[config.mk]
export PLATFORM = sky130hd
export DESIGN_NAME = text_buf_engine_flat
export DESIGN_NICKNAME = d
export VERILOG_FILES = /design/src/rtl/term_pkg.sv /design/src/rtl/text_buf_engine_if.sv /design/src/rtl/text_buf_engine.sv /design/src/flat_wrapper.sv
export SDC_FILE = /design/constraint.sdc
export NUM_CORES = 1
export LEC_CHECK = 0
export CAP_MARGIN = 20
export CORE_MARGIN = 3
export CORE_UTILIZATION = 35
export CTS_CLUSTER_SIZE = 28
export DETAILED_ROUTE_END_ITERATION = 12
export HOLD_SLACK_MARGIN = 0.12
export SLEW_MARGIN = 5
export SYNTH_ARGS = -nofsm -noshare
export SYNTH_HDL_FRONTEND = slang
export SYNTH_SLANG_ARGS = --single-unit
[constraint.sdc]
create_clock -name clk100 -period 10.3 [get_ports clk100]
set_clock_uncertainty 0.1 [all_clocks]
set_input_delay 1.03 -clock clk100 [delete_from_list [all_inputs] [get_ports clk100]]
set_output_delay 1.03 -clock clk100 [all_outputs]
set_load 0.01 [all_outputs]
[src/rtl/term_pkg.sv]
// Shared terminal constants: screen geometry, character buffer addressing and
// the range engine's state encodings.
package term_pkg;

    localparam int COLS   = 80;
    localparam int ROWS   = 25;
    localparam int DEPTH  = COLS * ROWS;
    localparam int ADDR_W = 11;

    typedef logic [ADDR_W-1:0] addr_t;
    typedef logic [ADDR_W:0]   cnt_t;

    localparam logic [1:0] ST_IDLE = 2'd0;
    localparam logic [1:0] ST_FILL = 2'd1;
    localparam logic [1:0] ST_COPY = 2'd2;
    localparam logic [1:0] ST_DONE = 2'd3;

    localparam cnt_t CNT_ONE   = cnt_t'(1);
    localparam cnt_t DEPTH_CNT = cnt_t'(DEPTH);

    // One extra bit keeps dst+offset-1 from wrapping for any dst/offset pair.
    function automatic cnt_t src_addr(input cnt_t dst, input logic [7:0] offset);
        return dst + cnt_t'(offset) - CNT_ONE;
    endfunction

endpackage

[src/rtl/text_buf_engine_if.sv]
// Command and character-RAM signals of the range fill/copy engine.
interface text_buf_engine_if;
    import term_pkg::*;

    logic       wr_start;
    addr_t      wr_begin;
    addr_t      wr_end;
    logic [7:0] wr_data;
    logic [7:0] wr_offset;
    logic       wr_complete;
    logic       busy;
    logic       rd_stall;
    logic       buf_rd_en;
    addr_t      buf_rd_addr;
    logic [7:0] buf_rd_data;
    logic       buf_wr_en;
    addr_t      buf_wr_addr;
    logic [7:0] buf_wr_data;

    modport master (
        output wr_start, wr_begin, wr_end, wr_data, wr_offset, rd_stall, buf_rd_data,
        input  wr_complete, busy, buf_rd_en, buf_rd_addr, buf_wr_en, buf_wr_addr, buf_wr_data
    );

    modport slave (
        input  wr_start, wr_begin, wr_end, wr_data, wr_offset, rd_stall, buf_rd_data,
        output wr_complete, busy, buf_rd_en, buf_rd_addr, buf_wr_en, buf_wr_addr, buf_wr_data
    );

endinterface

[src/rtl/text_buf_engine.sv]
// Range fill/copy engine for the 80x25 character buffer: turns one parser command
// into ascending-order buffer writes (fill) or read-then-write pairs (copy).
module text_buf_engine (
    input  logic              clk100,
    input  logic              rst,
    text_buf_engine_if.slave  bus
);
    import term_pkg::*;

    logic [1:0] state;
    cnt_t       end_q;
    logic [7:0] fill_q;
    logic [7:0] offset_q;
    cnt_t       dst;

    logic       vld_p1;
    logic       zero_p1;
    cnt_t       addr_p1;

    cnt_t       src;
    logic       src_oob;
    logic       issue;
    logic       rd_go;
    logic       last_fill;
    logic       last_copy;
    logic       wr_fill;
    logic       wr_copy;

    // Out-of-range sources skip the read port entirely, so stall cannot hold them.
    always_comb begin
        src       = src_addr(dst, offset_q);
        src_oob   = (src >= DEPTH_CNT);
        issue     = (state == ST_COPY) && (dst != end_q) && (src_oob || !bus.rd_stall);
        rd_go     = issue && !src_oob;
        last_fill = (dst + CNT_ONE == end_q);
        last_copy = vld_p1 && (addr_p1 + CNT_ONE == end_q);
        wr_fill   = (state == ST_FILL);
        wr_copy   = (state == ST_COPY) && vld_p1;
    end

    always_ff @(posedge clk100) begin
        if (rst) begin
            state  <= ST_IDLE;
            vld_p1 <= 1'b0;
        end else begin
            vld_p1 <= 1'b0;
            case (state)
                ST_IDLE: begin
                    if (bus.wr_start) begin
                        if (bus.wr_begin >= bus.wr_end) begin
                            state <= ST_DONE;
                        end else if (bus.wr_offset == 8'd0) begin
                            state <= ST_FILL;
                        end else begin
                            state <= ST_COPY;
                        end
                    end
                end
                ST_FILL: begin
                    if (last_fill) begin
                        state <= ST_DONE;
                    end
                end
                ST_COPY: begin
                    vld_p1 <= issue;
                    if (last_copy) begin
                        state <= ST_DONE;
                    end
                end
                default: state <= ST_IDLE;
            endcase
        end
    end

    // p0 -> p1: issued cell address and its zero-source flag follow the read by one cycle.
    always_ff @(posedge clk100) begin
        if (state == ST_IDLE && bus.wr_start) begin
            end_q    <= {1'b0, bus.wr_end};
            fill_q   <= bus.wr_data;
            offset_q <= bus.wr_offset;
            dst      <= {1'b0, bus.wr_begin};
        end else if (wr_fill || issue) begin
            dst <= dst + CNT_ONE;
        end
        addr_p1 <= dst;
        zero_p1 <= src_oob;
    end

    assign bus.wr_complete = (state == ST_DONE);
    assign bus.busy        = (state != ST_IDLE);
    assign bus.buf_rd_en   = rd_go;
    assign bus.buf_rd_addr = rd_go ? src[ADDR_W-1:0] : '0;
    assign bus.buf_wr_en   = wr_fill || wr_copy;
    assign bus.buf_wr_addr = wr_fill ? dst[ADDR_W-1:0] :
                             (wr_copy ? addr_p1[ADDR_W-1:0] : '0);
    assign bus.buf_wr_data = wr_fill ? fill_q :
                             ((wr_copy && !zero_p1) ? bus.buf_rd_data : 8'd0);

endmodule
[src/flat_wrapper.sv]
// flat-port wrapper written by rule: the top's interface ports become plain ports
module text_buf_engine_flat import term_pkg::*;
  (clk100, rst, bus_wr_start, bus_wr_begin, bus_wr_end, bus_wr_data, bus_wr_offset, bus_rd_stall, bus_buf_rd_data, bus_wr_complete, bus_busy, bus_buf_rd_en, bus_buf_rd_addr, bus_buf_wr_en, bus_buf_wr_addr, bus_buf_wr_data);
  text_buf_engine_if bus_i ();
  input  logic clk100;
  input  logic rst;
  input wire logic [$bits(bus_i.wr_start)-1:0] bus_wr_start;
  input wire logic [$bits(bus_i.wr_begin)-1:0] bus_wr_begin;
  input wire logic [$bits(bus_i.wr_end)-1:0] bus_wr_end;
  input wire logic [$bits(bus_i.wr_data)-1:0] bus_wr_data;
  input wire logic [$bits(bus_i.wr_offset)-1:0] bus_wr_offset;
  input wire logic [$bits(bus_i.rd_stall)-1:0] bus_rd_stall;
  input wire logic [$bits(bus_i.buf_rd_data)-1:0] bus_buf_rd_data;
  output wire logic [$bits(bus_i.wr_complete)-1:0] bus_wr_complete;
  output wire logic [$bits(bus_i.busy)-1:0] bus_busy;
  output wire logic [$bits(bus_i.buf_rd_en)-1:0] bus_buf_rd_en;
  output wire logic [$bits(bus_i.buf_rd_addr)-1:0] bus_buf_rd_addr;
  output wire logic [$bits(bus_i.buf_wr_en)-1:0] bus_buf_wr_en;
  output wire logic [$bits(bus_i.buf_wr_addr)-1:0] bus_buf_wr_addr;
  output wire logic [$bits(bus_i.buf_wr_data)-1:0] bus_buf_wr_data;
  assign bus_i.wr_start = bus_wr_start;
  assign bus_i.wr_begin = bus_wr_begin;
  assign bus_i.wr_end = bus_wr_end;
  assign bus_i.wr_data = bus_wr_data;
  assign bus_i.wr_offset = bus_wr_offset;
  assign bus_i.rd_stall = bus_rd_stall;
  assign bus_i.buf_rd_data = bus_buf_rd_data;
  assign bus_wr_complete = bus_i.wr_complete;
  assign bus_busy = bus_i.busy;
  assign bus_buf_rd_en = bus_i.buf_rd_en;
  assign bus_buf_rd_addr = bus_i.buf_rd_addr;
  assign bus_buf_wr_en = bus_i.buf_wr_en;
  assign bus_buf_wr_addr = bus_i.buf_wr_addr;
  assign bus_buf_wr_data = bus_i.buf_wr_data;
  text_buf_engine u_core (.clk100(clk100), .rst(rst), .bus(bus_i));
endmodule
==> results.md, run 1 <==
- Seq cells post-synth: 55
- Gr ovfl total: 0
- Initial DRC count: 222
- CP Buf/Inv Count: 4
- Post-CTS setup buffers: 0
- Setup violators final: 0
- Ys flop type: edfxtp_1
- Vias per cell: 5.25
- Routability cong.: 0.899
- Syn Inst Count: 451
- Flop2flop setup slack: 6590 ps
- Syn Nets: 539
- Synthesized area per cell: 9.12 sq um
- Maximum root-to-sink buffer count: 2
- Yosys warning count: 0
- Worst r2r dst: u_core.dst[9]
- Vias: 3,529
- Post-synth top area cell: edfxtp_1
- Multi-input gate area: 0.00235 sq mm
- Power Dens Cells: 310 mW/mm^2
- Crit. End Element: primary output
- Antenna viol nets, final: 0
- Synth Area in Compound Gates: 0.158
- Pleak: 2.06 nW
- XOR/XNOR Fraction of Synth Area: 0.0937
- Post-synth EDFFs: 38
- Least-Margin Pin Slew: 1010 ps
- Fmax: 0.199 GHz
- Required time of the worst setup path: 9170 ps
- Adder-cell area share of the yosys netlist: 0.117
- Min Clock Period, post-route: 5020 ps
- Die ar.: 0.0131 sq mm
- Sequential share of the synthesized area: 0.360
- Status: finished clean
- TNS Setup: 0 ps
- Largest family of logic cells by synthesized area: simple AND/OR/NAND/NOR gates
- First-pass iteration count of the detailed router: 4
- Largest net degree at the start of global routing: 44
- # port buffers: 83
- Most frequent CP cell: inv_1
- Simple-gate share of the synthesized area: 0.188
- Pre-CTS setup slack: 5580 ps
- Max cap viols: 0
- Seq. cell area: 0.00148 sq mm
- Finished Core Util: 0.467
- Final wirelength: 11.0 mm
- Met3 routed WL: 614 um
- Worst min-delay path class: flip-flop to flip-flop
- M1 WL: 5.03 mm
- Max incr delay on CP: 570 ps
- CTS tree: yes
- Total power: 1.62 mW
- First-pass GRT wire length: 17.7 mm
- Synth top area cells: edfxtp_1, ha_1, dfxtp_1, xnor2_1, inv_1
- Max rail drop VDD: 0.107 mV
- Number of global-route vias before repair: 3,528
- Rows: 38
- Die Height: 114 um
- Synthesis-to-layout area growth: 26.9%
- Initial core utilization: 0.368
- # IOs: 84
- Slowest CP cell: clkdlybuf4s50_1
- R2R depth: 14
- Yosys cell types: 68
- Highest Signal Layer: met4
- Num CTS Buffers: 5
- Post-DR wirelength/cell: 16.4 um
- Arr. time, crit path: 3890 ps
- Worst skew pair latency: 290 ps
- HPWL Detailed: 9.05 mm
- Ant. Diodes: 0
- RSZ-0062 raised after global routing: no
- Crit path kind: flip-flop to primary output
- CTS Hold Buffers Added: 0
- Crit path max-delay family: adder cells
- CP Max Fanout: 9
- CTS root buffer: clkbuf_16
- Crit-path cells: inv_1 > ha_1 > inv_1 > ha_1 > inv_1 > fa_1 > nor2b_1 > nor2_1 > o211a_1 > o31a_1 > xor2_1 > nand3_2 > nor3_1 > clkdlybuf4s50_1
- H-tree Lvls: 2
- Post-cts sizing count: 0
- Worst hold stages: 0
- Global Route Usage Sum: 0.171
- Netlist Area Pre-Place: 0.00411 sq mm
- # nets final: 619
- Synth async-reset ratio: 0
- Top cell type's share of synthesized area: 0.278
- Setup ws final: 5280 ps
- Fillers: 1,056
- Hold endpoint: u_core.addr_p1[11]
- Slew margin rel.: 0.318
- Final period utilization: 0.487
- Die span in x: 114 um
- Core region area: 0.0112 sq mm
- Crit Reg-Reg Startpoint: u_core.dst[1]
- Worst setup SP type: flip-flop
- Met2 Wirelength: 5.10 mm
- Worst-path clk slew: 70 ps
- Min-delay src: u_core.dst[11]
- Initial antenna violation count: 0
- Final hold vios: 0
- # clock sinks: 55
- Post-route DRC: 0
- Final Slew Violations: 0
- Post-synthesis mux area share: 0.0134
- Fraction of layout cells with a size suffix above 1: 0.0508
-- power breakdown --
part | leakage [nW] | switching (mW) | internal, mW
Sequential | 0.508 | 0.101 | 0.340
Clock | 0.0741 | 0.0790 | 0.0976
Combinational | 1.47 | 0.570 | 0.432
Total | 2.06 | 0.750 | 0.869
-- sequential cells by signal, indices dropped and copies added (netlist names) --
register	cells
u_core.state	2
u_core.vld_p1	1
u_core.end_q	11
u_core.offset_q	8
u_core.dst	12
u_core.fill_q	8
u_core.addr_p1	12
u_core.zero_p1	1
-- metrics by stage --
step                      hold WS (ps)  cells  cell area, sq um
after floorplan                    249    451              4110
after global placement             342    664              5070
after detailed placement           347    664              5070
after CTS                          362    672              5220
after global routing               374    672              5220
final                              362    672              5220
-- cell usage in the layout, fill, tap and decap left out, drive strengths merged, types with 12 or more instances in the layout --
cell           count
dfxtp             17
nand2             43
clkdlybuf4s50     83
o21ai             29
nand3             12
xor2              14
ha                37
a21oi             16
xnor2             30
inv               58
nor2              32
edfxtp            38
-- logic make-up after synthesis --
group	Yosys count
simple gates	147
compound gates	92
buf+inv	70
flops	55
xor+xnor	44
fa+ha+maj	38
mux	5
-- routing by layer --
metal / global-route usage / vias to the layer above
met5: 0 / -
met4: 0.0546 / 0
met3: 0.0354 / 16
met2: 0.277 / 102
met1: 0.227 / 1655
li1: - / 1756
-- cell type report --
type | instances | area share
inverters | 58 | 0.0417
clock buffers | 7 | 0.0273
repair buffers | 85 | 0.162
well taps | 140 | 0.0336
clock inverters | 1 | 0.00168
flip-flops and latches | 55 | 0.284
multi-input cells | 326 | 0.450
-- how the worst max path moves through the flow --
stage | start | to | slack (ps) | depth (start not counted)
3_3_place_gp | u_core.dst[1] | bus_buf_rd_addr[3] | 5630 | 14
4_1_cts | u_core.dst[1] | bus_buf_rd_addr[3] | 5260 | 14
5_1_grt | u_core.dst[1] | bus_buf_rd_addr[3] | 4940 | 14
6_report | u_core.dst[1] | bus_buf_rd_addr[3] | 5280 | 14
2_1_floorplan | u_core.dst[1] | bus_buf_rd_addr[3] | 6320 | 13
3_5_place_dp | u_core.dst[1] | bus_buf_rd_addr[3] | 5580 | 14
-- cells in the mapped netlist, types with 5 or more instances --
cell / count
a211oi_1: 5
a21oi_1: 16
a22o_1: 8
and2_1: 6
clkbuf_1: 6
dfxtp_1: 17
edfxtp_1: 38
ha_1: 37
inv_1: 56
nand2_1: 43
nand2b_1: 7
nand3_1: 11
nand4_1: 8
nor2_1: 32
nor3_1: 10
o21ai_0: 29
xnor2_1: 30
xor2_1: 14
Note: power is estimated with default switching activity, not from simulation.
==> inputs of run 2 (changes only) <==
Clock period 10.3 ns to 5.2 ns, I/O delays scaled along.
==> run 2 against run 1 <==
Net effect: sequential cell count unchanged; total power up 99%; cell count unchanged; setup slack got worse by 4600 ps; global-route usage rose by 0.11 points.
==> results.md, run 2 (synthesized netlist as in run 1, its figures left out) <==
- Status: finished clean
- Max rail drop VDD: 0.191 mV (+78%)
- Required time of the worst setup path: 4580 ps (-4590 ps)
- Final wirelength: 11.1 mm (+0.69%)
- Initial antenna violation count: 0 (unchanged)
- Switch share: 0.464 (+0.000876)
- Initial core utilization: 0.368 (unchanged)
- Final Slew Violations: 0 (unchanged)
- Max cap viols: 0 (unchanged)
- Core region area: 0.0112 sq mm (unchanged)
- Number of global-route vias before repair: 3,545 (+0.48%)
- CTS Hold Buffers Added: 0 (unchanged)
- Global Route Usage Sum: 0.172 (+0.00111)
- Antenna viol nets, final: 0 (unchanged)
- Net Switching: 1.49 mW (+99%)
- Die span in x: 114 um (unchanged)
- Fmax: 0.220 GHz
- Crit. End Element: primary output
- Num CTS Buffers: 5 (unchanged)
- Crit path kind: flip-flop to primary output
- Die ar.: 0.0131 sq mm (unchanged)
- Post-CTS setup buffers: 0 (unchanged)
- Min Clock Period, post-route: 4560 ps
- Commonest non-fill, non-tap cells in the layout: clkdlybuf4s50_1, inv_1, nand2_1
- CP Max Fanout: 9 (unchanged)
- Pleak: 2.06 nW (about the same)
- Placed cells: 664 (unchanged)
- Final period utilization: 0.876
- Post-route DRC: 0 (unchanged)
- Initial DRC count: 209 (-5.9%)
- # port buffers: 83 (unchanged)
- Power Dens Cells: 616 mW/mm^2 (+99%)
- Slew margin rel.: 0.272 (-0.0467)
- HPWL Detailed: 9.07 mm (+0.24%)
- Routability cong.: 0.894 (-0.51%)
- TNS Setup: 0 ps (unchanged)
- RSZ-0062 raised after global routing: no
- Ant. Diodes: 0 (unchanged)
- Top flop regs: u_core.addr_p1 (12), u_core.dst (12), u_core.end_q (11)
- Finished Core Util: 0.467 (unchanged)
- Gr ovfl total: 0 (unchanged)
- R2R depth: 14 (unchanged)
- # IOs: 84 (unchanged)
- Non-filler cells, final: 672 (unchanged)
- Commonest non-fill, non-tap cell in the layout: clkdlybuf4s50_1
- Post-DR wirelength/cell: 16.5 um (+0.69%)
- Arr. time, crit path: 3940 ps (+50 ps)
- Synthesis-to-layout area growth: 26.9% (unchanged)
- # nets final: 619 (unchanged)
- H-tree Lvls: 2 (unchanged)
- CTS tree: yes
- Worst hold stages: 0 (unchanged)
- First-pass GRT wire length: 17.8 mm (+0.47%)
- Pre-CTS setup slack: 965 ps (-4610 ps)
- Maximum root-to-sink buffer count: 2 (unchanged)
- # clock sinks: 55 (unchanged)
- Sequential power share: 0.271 (about the same)
- Fraction of layout cells with a size suffix above 1: 0.0508 (unchanged)
- Comb power frac: 0.619 (about the same)
- Post-cts sizing count: 0 (unchanged)
- Worst setup SP type: flip-flop
- Vias: 3,550 (+0.60%)
- Vias per cell: 5.28 (+0.60%)
- Final hold vios: 0 (unchanged)
- Worst min-delay path class: flip-flop to flip-flop
- Rows: 38 (unchanged)
- Worst-path clk slew: 70 ps (about the same)
- Least-Margin Pin Slew: 1080 ps (+69.5 ps)
- Worst skew pair latency: 300 ps (about the same)
- Internal power: 1.72 mW (+98%)
- Die Height: 114 um (unchanged)
- Clock Power Share: 0.110 (about the same)
- CTS root buffer: clkbuf_16
- Setup violators final: 0 (unchanged)
- Setup ws final: 645 ps (-4630 ps)
- Largest net degree at the start of global routing: 28 (-36%)
- First-pass iteration count of the detailed router: 4 (unchanged)
- Fillers: 1,084 (+2.7%)
run 2: cell type report:
class                   count  area (sq um)  share of cell area
flip-flops and latches     55          1480               0.284
well taps                 140           175              0.0336
clock buffers               7           143              0.0273
multi-input cells         326          2350               0.450
clock inverters             1          8.76             0.00168
repair buffers             85           846               0.162
inverters                  58           218              0.0417
run 2: final timing paths:
| check | from | end | slack (ps) |
|---|---|---|---|
| worst min-delay path | u_core.dst[6] | u_core.addr_p1[6] | 360 |
| worst min register to register | u_core.dst[6] | u_core.addr_p1[6] | 360 |
| worst max-delay path | u_core.dst[1] | bus_buf_rd_addr[3] | 640 |
| worst max register to register | u_core.dst[1] | u_core.dst[4] | 1430 |
run 2: stage by stage:
stage | hold WS [ps] | total power, mW | area [sq um]
2_1_floorplan | 249 | 2.26 | 4110
3_3_place_gp | 343 | 2.85 | 5070
3_5_place_dp | 338 | 2.86 | 5070
4_1_cts | 355 | 3.23 | 5220
5_1_grt | 372 | 3.50 | 5220
6_report | 359 | 3.22 | 5220
run 2: routing by layer:
layer | track usage | vias to the layer above | wire, um
li1 | - | 1757 | -
met1 | 0.232 | 1666 | 4960
met2 | 0.280 | 111 | 5110
met3 | 0.0322 | 16 | 799
met4 | 0.0491 | 0 | 208
met5 | 0 | - | 0
run 2: worst max-delay path, stage by stage (launching register included):
cell             delay, ps
edfxtp_1               460
inv_1                   80
ha_1                   290
inv_1                   60
ha_1                   190
inv_1                   60
fa_1                   390
nor2b_1                190
nor2_1                 100
o211a_1                290
o31a_1                 350
xor2_1                 180
nand3_2                210
nor3_1                 220
clkdlybuf4s50_1        570
run 2: power by group through the flow:
stage          registers [mW]  logic (mW)  clock network (mW)
2_1_floorplan           0.800        1.46                   0
3_3_place_gp            0.873        1.97                   0
3_5_place_dp            0.877        1.99                   0
4_1_cts                 0.867        2.00               0.362
5_1_grt                 0.894        2.23               0.379
6_report                0.870        1.99               0.354
